**src/rtl/intr_sequencer_if.sv**
```systemverilog
// Interrupt sequencer bundle between the core control path and the sequencer.
// The master side is the sequencer. The slave side is the core, memory and stack.
interface intr_sequencer_if #(
  parameter int DATA_W = 8
);
  logic              intr;
  logic              imm_pending;
  logic              br_taken;
  logic [DATA_W-1:0] br_target;
  logic              rti_retire;
  logic [DATA_W-1:0] pc_in;
  logic [DATA_W-1:0] mem_rdata;
  logic              pc_stall;
  logic              inject_bubble;
  logic              ifid_flush;
  logic              push_en;
  logic [DATA_W-1:0] push_data;
  logic              vec_rd_en;
  logic [DATA_W-1:0] vec_addr;
  logic              pc_load;
  logic [DATA_W-1:0] pc_load_val;
  logic              intr_ack;
  logic              in_isr;

  modport master (
    input  intr, imm_pending, br_taken, br_target,
    input  rti_retire, pc_in, mem_rdata,
    output pc_stall, inject_bubble, ifid_flush,
    output push_en, push_data, vec_rd_en, vec_addr,
    output pc_load, pc_load_val, intr_ack, in_isr
  );

  modport slave (
    output intr, imm_pending, br_taken, br_target,
    output rti_retire, pc_in, mem_rdata,
    input  pc_stall, inject_bubble, ifid_flush,
    input  push_en, push_data, vec_rd_en, vec_addr,
    input  pc_load, pc_load_val, intr_ack, in_isr
  );
endinterface

```
**src/rtl/intr_sequencer.sv**
```systemverilog
// Interrupt entry/exit sequencer: drains the pipe, pushes the return PC,
// reads the ISR vector, redirects fetch and blocks nesting until RTI.
module intr_sequencer #(
  parameter int                DATA_W       = 8,
  parameter logic [DATA_W-1:0] VEC_ADDR     = 'h01,
  parameter int                DRAIN_CYCLES = 3,
  parameter int                SYNC_STAGES  = 2
) (
  input  logic             clk,
  input  logic             rst,
  intr_sequencer_if.master bus
);
  localparam int CNT_W = (DRAIN_CYCLES > 1) ? $clog2(DRAIN_CYCLES) : 1;
  localparam logic [CNT_W-1:0] CNT_INIT = CNT_W'(DRAIN_CYCLES - 1);

  typedef enum logic [2:0] {
    IDLE, DRAIN, PUSH, VEC_RD, VEC_LD, ISR
  } state_t;

  state_t            st, nxt;
  logic [SYNC_STAGES-1:0] sync_q;
  logic              sync_prev;
  logic              intr_edge;
  logic              pending;
  logic [DATA_W-1:0] save_pc;
  logic [CNT_W-1:0]  cnt;
  logic              enter;

  assign intr_edge = sync_q[SYNC_STAGES-1] & ~sync_prev;
  assign enter     = (st == IDLE) && (nxt == DRAIN);
  assign bus.vec_addr = VEC_ADDR;

  // State register; reset aborts any sequence in flight
  always_ff @(posedge clk or negedge rst) begin
    if (!rst) st <= IDLE;
    else      st <= nxt;
  end

  // Synchroniser, edge latch, return PC capture and drain counter
  always_ff @(posedge clk or negedge rst) begin
    if (!rst) begin
      sync_q    <= '0;
      sync_prev <= 1'b0;
      pending   <= 1'b0;
      save_pc   <= '0;
      cnt       <= '0;
    end else begin
      sync_q    <= SYNC_STAGES'({sync_q, bus.intr});
      sync_prev <= sync_q[SYNC_STAGES-1];
      if (st == PUSH)     pending <= 1'b0;
      else if (intr_edge) pending <= 1'b1;
      if (enter) begin
        save_pc <= bus.pc_in;
        cnt     <= CNT_INIT;
      end else if (st == DRAIN) begin
        if (bus.br_taken) save_pc <= bus.br_target;
        if (cnt != '0)    cnt <= cnt - 1'b1;
      end
    end
  end

  // Next-state decode
  always_comb begin
    nxt = st;
    unique case (st)
      IDLE:
        if (pending && !bus.imm_pending && !bus.br_taken)
          nxt = DRAIN;
      DRAIN:  if (cnt == '0) nxt = PUSH;
      PUSH:   nxt = VEC_RD;
      VEC_RD: nxt = VEC_LD;
      VEC_LD: nxt = ISR;
      ISR:    if (bus.rti_retire) nxt = IDLE;
      default: nxt = IDLE;
    endcase
  end

  // Per-state control outputs; data buses are zero unless strobed
  always_comb begin
    bus.pc_stall      = 1'b0;
    bus.inject_bubble = 1'b0;
    bus.ifid_flush    = 1'b0;
    bus.push_en       = 1'b0;
    bus.push_data     = '0;
    bus.vec_rd_en     = 1'b0;
    bus.pc_load       = 1'b0;
    bus.pc_load_val   = '0;
    bus.intr_ack      = 1'b0;
    bus.in_isr        = 1'b0;
    unique case (st)
      DRAIN: begin
        bus.pc_stall      = 1'b1;
        bus.inject_bubble = 1'b1;
      end
      PUSH: begin
        bus.pc_stall      = 1'b1;
        bus.inject_bubble = 1'b1;
        bus.push_en       = 1'b1;
        bus.push_data     = save_pc;
        bus.intr_ack      = 1'b1;
      end
      VEC_RD: begin
        bus.pc_stall      = 1'b1;
        bus.inject_bubble = 1'b1;
        bus.vec_rd_en     = 1'b1;
      end
      VEC_LD: begin
        bus.pc_load       = 1'b1;
        bus.pc_load_val   = bus.mem_rdata;
        bus.ifid_flush    = 1'b1;
        bus.inject_bubble = 1'b1;
      end
      ISR:     bus.in_isr = 1'b1;
      default: ;
    endcase
  end
endmodule

```
**src/flat_wrapper.sv**
```systemverilog
// flat-port wrapper written by rule: the top's interface ports become plain ports
module intr_sequencer_flat 
#(
  parameter int                DATA_W       = 8,
  parameter logic [DATA_W-1:0] VEC_ADDR     = 'h01,
  parameter int                DRAIN_CYCLES = 3,
  parameter int                SYNC_STAGES  = 2
)
  (clk, rst, bus_intr, bus_imm_pending, bus_br_taken, bus_br_target, bus_rti_retire, bus_pc_in, bus_mem_rdata, bus_pc_stall, bus_inject_bubble, bus_ifid_flush, bus_push_en, bus_push_data, bus_vec_rd_en, bus_vec_addr, bus_pc_load, bus_pc_load_val, bus_intr_ack, bus_in_isr);
  intr_sequencer_if #(.DATA_W(DATA_W)) bus_i ();
  input  logic clk;
  input  logic rst;
  input wire logic [$bits(bus_i.intr)-1:0] bus_intr;
  input wire logic [$bits(bus_i.imm_pending)-1:0] bus_imm_pending;
  input wire logic [$bits(bus_i.br_taken)-1:0] bus_br_taken;
  input wire logic [$bits(bus_i.br_target)-1:0] bus_br_target;
  input wire logic [$bits(bus_i.rti_retire)-1:0] bus_rti_retire;
  input wire logic [$bits(bus_i.pc_in)-1:0] bus_pc_in;
  input wire logic [$bits(bus_i.mem_rdata)-1:0] bus_mem_rdata;
  output wire logic [$bits(bus_i.pc_stall)-1:0] bus_pc_stall;
  output wire logic [$bits(bus_i.inject_bubble)-1:0] bus_inject_bubble;
  output wire logic [$bits(bus_i.ifid_flush)-1:0] bus_ifid_flush;
  output wire logic [$bits(bus_i.push_en)-1:0] bus_push_en;
  output wire logic [$bits(bus_i.push_data)-1:0] bus_push_data;
  output wire logic [$bits(bus_i.vec_rd_en)-1:0] bus_vec_rd_en;
  output wire logic [$bits(bus_i.vec_addr)-1:0] bus_vec_addr;
  output wire logic [$bits(bus_i.pc_load)-1:0] bus_pc_load;
  output wire logic [$bits(bus_i.pc_load_val)-1:0] bus_pc_load_val;
  output wire logic [$bits(bus_i.intr_ack)-1:0] bus_intr_ack;
  output wire logic [$bits(bus_i.in_isr)-1:0] bus_in_isr;
  assign bus_i.intr = bus_intr;
  assign bus_i.imm_pending = bus_imm_pending;
  assign bus_i.br_taken = bus_br_taken;
  assign bus_i.br_target = bus_br_target;
  assign bus_i.rti_retire = bus_rti_retire;
  assign bus_i.pc_in = bus_pc_in;
  assign bus_i.mem_rdata = bus_mem_rdata;
  assign bus_pc_stall = bus_i.pc_stall;
  assign bus_inject_bubble = bus_i.inject_bubble;
  assign bus_ifid_flush = bus_i.ifid_flush;
  assign bus_push_en = bus_i.push_en;
  assign bus_push_data = bus_i.push_data;
  assign bus_vec_rd_en = bus_i.vec_rd_en;
  assign bus_vec_addr = bus_i.vec_addr;
  assign bus_pc_load = bus_i.pc_load;
  assign bus_pc_load_val = bus_i.pc_load_val;
  assign bus_intr_ack = bus_i.intr_ack;
  assign bus_in_isr = bus_i.in_isr;
  intr_sequencer #(.DATA_W(DATA_W), .VEC_ADDR(VEC_ADDR), .DRAIN_CYCLES(DRAIN_CYCLES), .SYNC_STAGES(SYNC_STAGES)) u_core (.clk(clk), .rst(rst), .bus(bus_i));
endmodule
```
**config.mk**
```make
export PLATFORM = sky130hd
export DESIGN_NAME = intr_sequencer_flat
export DESIGN_NICKNAME = d
export VERILOG_FILES = /design/src/rtl/intr_sequencer_if.sv /design/src/rtl/intr_sequencer.sv /design/src/flat_wrapper.sv
export SDC_FILE = /design/constraint.sdc
export NUM_CORES = 1
export LEC_CHECK = 0
export CORE_MARGIN = 3
export CORE_UTILIZATION = 40
export CTS_CLUSTER_SIZE = 30
export DETAILED_ROUTE_END_ITERATION = 8
export GPL_TIMING_DRIVEN = 1
export HOLD_SLACK_MARGIN = 0.05
export PLACE_DENSITY_LB_ADDON = 0.2
export SLEW_MARGIN = 15
export SYNTH_ARGS = -nofsm -noshare
export SYNTH_HDL_FRONTEND = slang
export SYNTH_SLANG_ARGS = --single-unit
export TNS_END_PERCENT = 100
```
**constraint.sdc**
```tcl
create_clock -name clk -period 2.8 [get_ports clk]
set_input_delay 0.56 -clock clk [delete_from_list [all_inputs] [get_ports clk]]
set_output_delay 0.56 -clock clk [all_outputs]
set_load 0.1 [all_outputs]
```
==> qor.yml <==
ir_worst_vdd_uv: 795
cts-root-buf: "clkbuf_4"
synthSimpleGateAreaFrac: 0.196
use_met2: 0.292
cts_num_sinks: 17
dp_hpwl_mm: 2.07
min_delay_path_depth: 0
grt_busiest_layer: "met2"
drc: 0
io_pins: 62
fin_crit_sh: 0.887
cp_data_arrival_time_ps: 1920
finish.net_count: 180
start_util: 0.449
r2r-start: "u_core.st[2]$_DFF_PN0_"
cts_tree: "yes"
synth_mux_area_frac: 0.200
cp.required_ps: 2240
dieHeight_um: 57.3
synth_ff_type: "dfrtp_1"
clockBufferDepth: 2
vias: 861
final_cells: 176
power_density_mw_per_mm2: 1090
skew_ps: 5.24
fin_hold_ws_ps: 376
ys_ff_latch: 17
synthCells: 98
max_slew_margin: 0.506
syn_area_mm2: 0.00105
status: "completed"
yosysMostFrequentCell: "dfrtp_1"
grt_pass1_wl_mm: 4.17
antenna_left: 0
insertion_delay_ps: 300
clk_pin_slew_ps: 100
post-route-min-period_ps: 2480
synthArstFlopShare: 1.00
setup_slack_ps: 317
crit_path_max_fanout: 22
grt_use_met1: 0.191
finalHoldViolCount: 0
synthTopCellsByCount: "dfrtp_1, buf_4, and2_1, and3_1"
crit_path_top_delay_cell: "dfrtp_1"
place_congestion: 0.779
seq_area_frac_synth: 0.405
crit_chain: "nor3_2 > buf_4 > and2_1 > buf_12"
worst_setup_path_end_kind: "output pin"
finalMaxSlewViolations: 0
row_count: 17
initialDrtViolationCount: 20
avgSynthCellArea_um2: 10.7
firstDrtPassIters: 4
drive_gt1_frac: 0.331
synth_xor_xnor_area_share: 0.0250
die_w_um: 57.3
worstSetupPathType: "reg2out"
maxCapViolCount: 0
dp_cells: 172
synth_area_leaders: "dfrtp_1, mux2_4, mux2_2"
synth_compound_gate_area_share: 0.0429
hp-class: "reg2reg"
worstSetupStartpointType: "register"
grt_pass1_vias: 834
synth_edf_count: 0
met3_usage: 0.0611
cts.repair.resized: 0
ys_types: 27
diodes: 0
antenna_found_initial: 0
slowest_delay_ps: 620
yosys_warnings: 0
post_cts_buffers: 0
crit_start: "u_core.st[2]$_DFF_PN0_"
rsz0062_at_grt: "no"
grt-ovfl-total: 0
io_buffers: 53
fmax_ghz: 0.403
cts_hold_buf: 0
reg2reg_depth: 3
die_area_mm2: 0.00328
pre_cts_ws_ps: 436
area_growth_pct: 70.2
hold_path.startpoint: "u_core.sync_q[0]$_DFF_PN0_"
via_per_inst: 4.89
synth_top_family_by_area: "multiplexers"
route.detailed.wl_per_inst_um: 14.4
yosys.area.top_type: "dfrtp_1"
tightestPinTransition_ps: 739
cts_buffers: 3
synth_fa_ha_area_frac: 0.0119
fp.coreArea_mm2: 0.00234
power.leakage_nw: 0.809
htree_num_levels: 1
synth_top_area_frac: 0.405
wirelength_mm: 2.53
final_core_util: 0.765
grt_max_degree: 23
setup_viol: 0
grtUsageTotal: 0.164
[area by class of cell]
cell class              instances  area [µm²]
flip-flops and latches         17         425
fillers                       164         551
clock buffers                   3        22.5
inverters                       4        15.0
multi-input cells              68         538
well taps                      28        35.0
repair buffers                 55         748
clock inverters                 1        5.00
[cells in the final DEF, fill, tap and decap left out, types with 4 or more instances in the layout]
| cell | netlist | layout |
|---|---|---|
| clkdlybuf4s50_1 | 0 | 29 |
| buf_12 | 0 | 21 |
| dfrtp_1 | 17 | 17 |
| and2_1 | 9 | 9 |
| and3_1 | 9 | 9 |
| mux2_4 | 8 | 8 |
| mux2_2 | 8 | 8 |
| conb_1 | 2 | 8 |
| buf_4 | 10 | 5 |
| inv_1 | 4 | 4 |
| nor2_1 | 4 | 4 |
| a21oi_1 | 4 | 4 |
[worst max-delay path, delay by kind of cell, from the launching register on]
family                 cells  cell delay [ps]
buffers and inverters      2              430
DFF                        1              620
and+or+nand+nor            2              570
[power breakdown]
part / leakage, nW / internal, mW / switching (mW)
registers: 0.201 / 0.345 / 0.0845
clock network: 0.0177 / 0.0533 / 0.0809
logic: 0.590 / 0.552 / 0.838
[per-stage QoR]
stage               area (µm²)  setup TNS (ps)  power, mW
global route              1790               0       2.04
finish                    1790               0       1.95
floorplan                 1080           -6240       1.43
detailed placement        1760               0       1.83
CTS                       1790               0       1.97
global placement          1760               0       1.79
[cells by family after synthesis]
family,count (synthesis)
AND/OR/NAND/NOR,33
buffers and inverters,19
flip-flops,17
multiplexers,16
AO/OA/AOI/OAI,7
XOR/XNOR,3
other,2
adder cells (fa/ha/maj),1
[routing by layer]
metal  part of all wire  vias to the layer above
met5                  0                        -
met4             0.0040                        0
met3              0.081                        2
met2               0.55                       37
met1               0.37                      408
li1                   -                      414
[worst paths after layout]
path / endpoint / slack [ps]
max reg2reg: u_core.save_pc[1]$_DFFE_PN0P_ / 690
min reg2reg: u_core.sync_q[1]$_DFF_PN0_ / 380
min in group asynchronous: u_core.st[2]$_DFF_PN0_ / 690
max: bus_push_data[1] / 320
max in group asynchronous: u_core.save_pc[5]$_DFFE_PN0P_ / 1640
min: u_core.sync_q[1]$_DFF_PN0_ / 380
[sequential cells by signal (all words and copies together) (netlist names)]
register          flops
u_core.save_pc        8
u_core.sync_q         2
u_core.st             3
u_core.pending        1
u_core.sync_prev      1
u_core.cnt            2
Power figures use the tool's default switching activity.
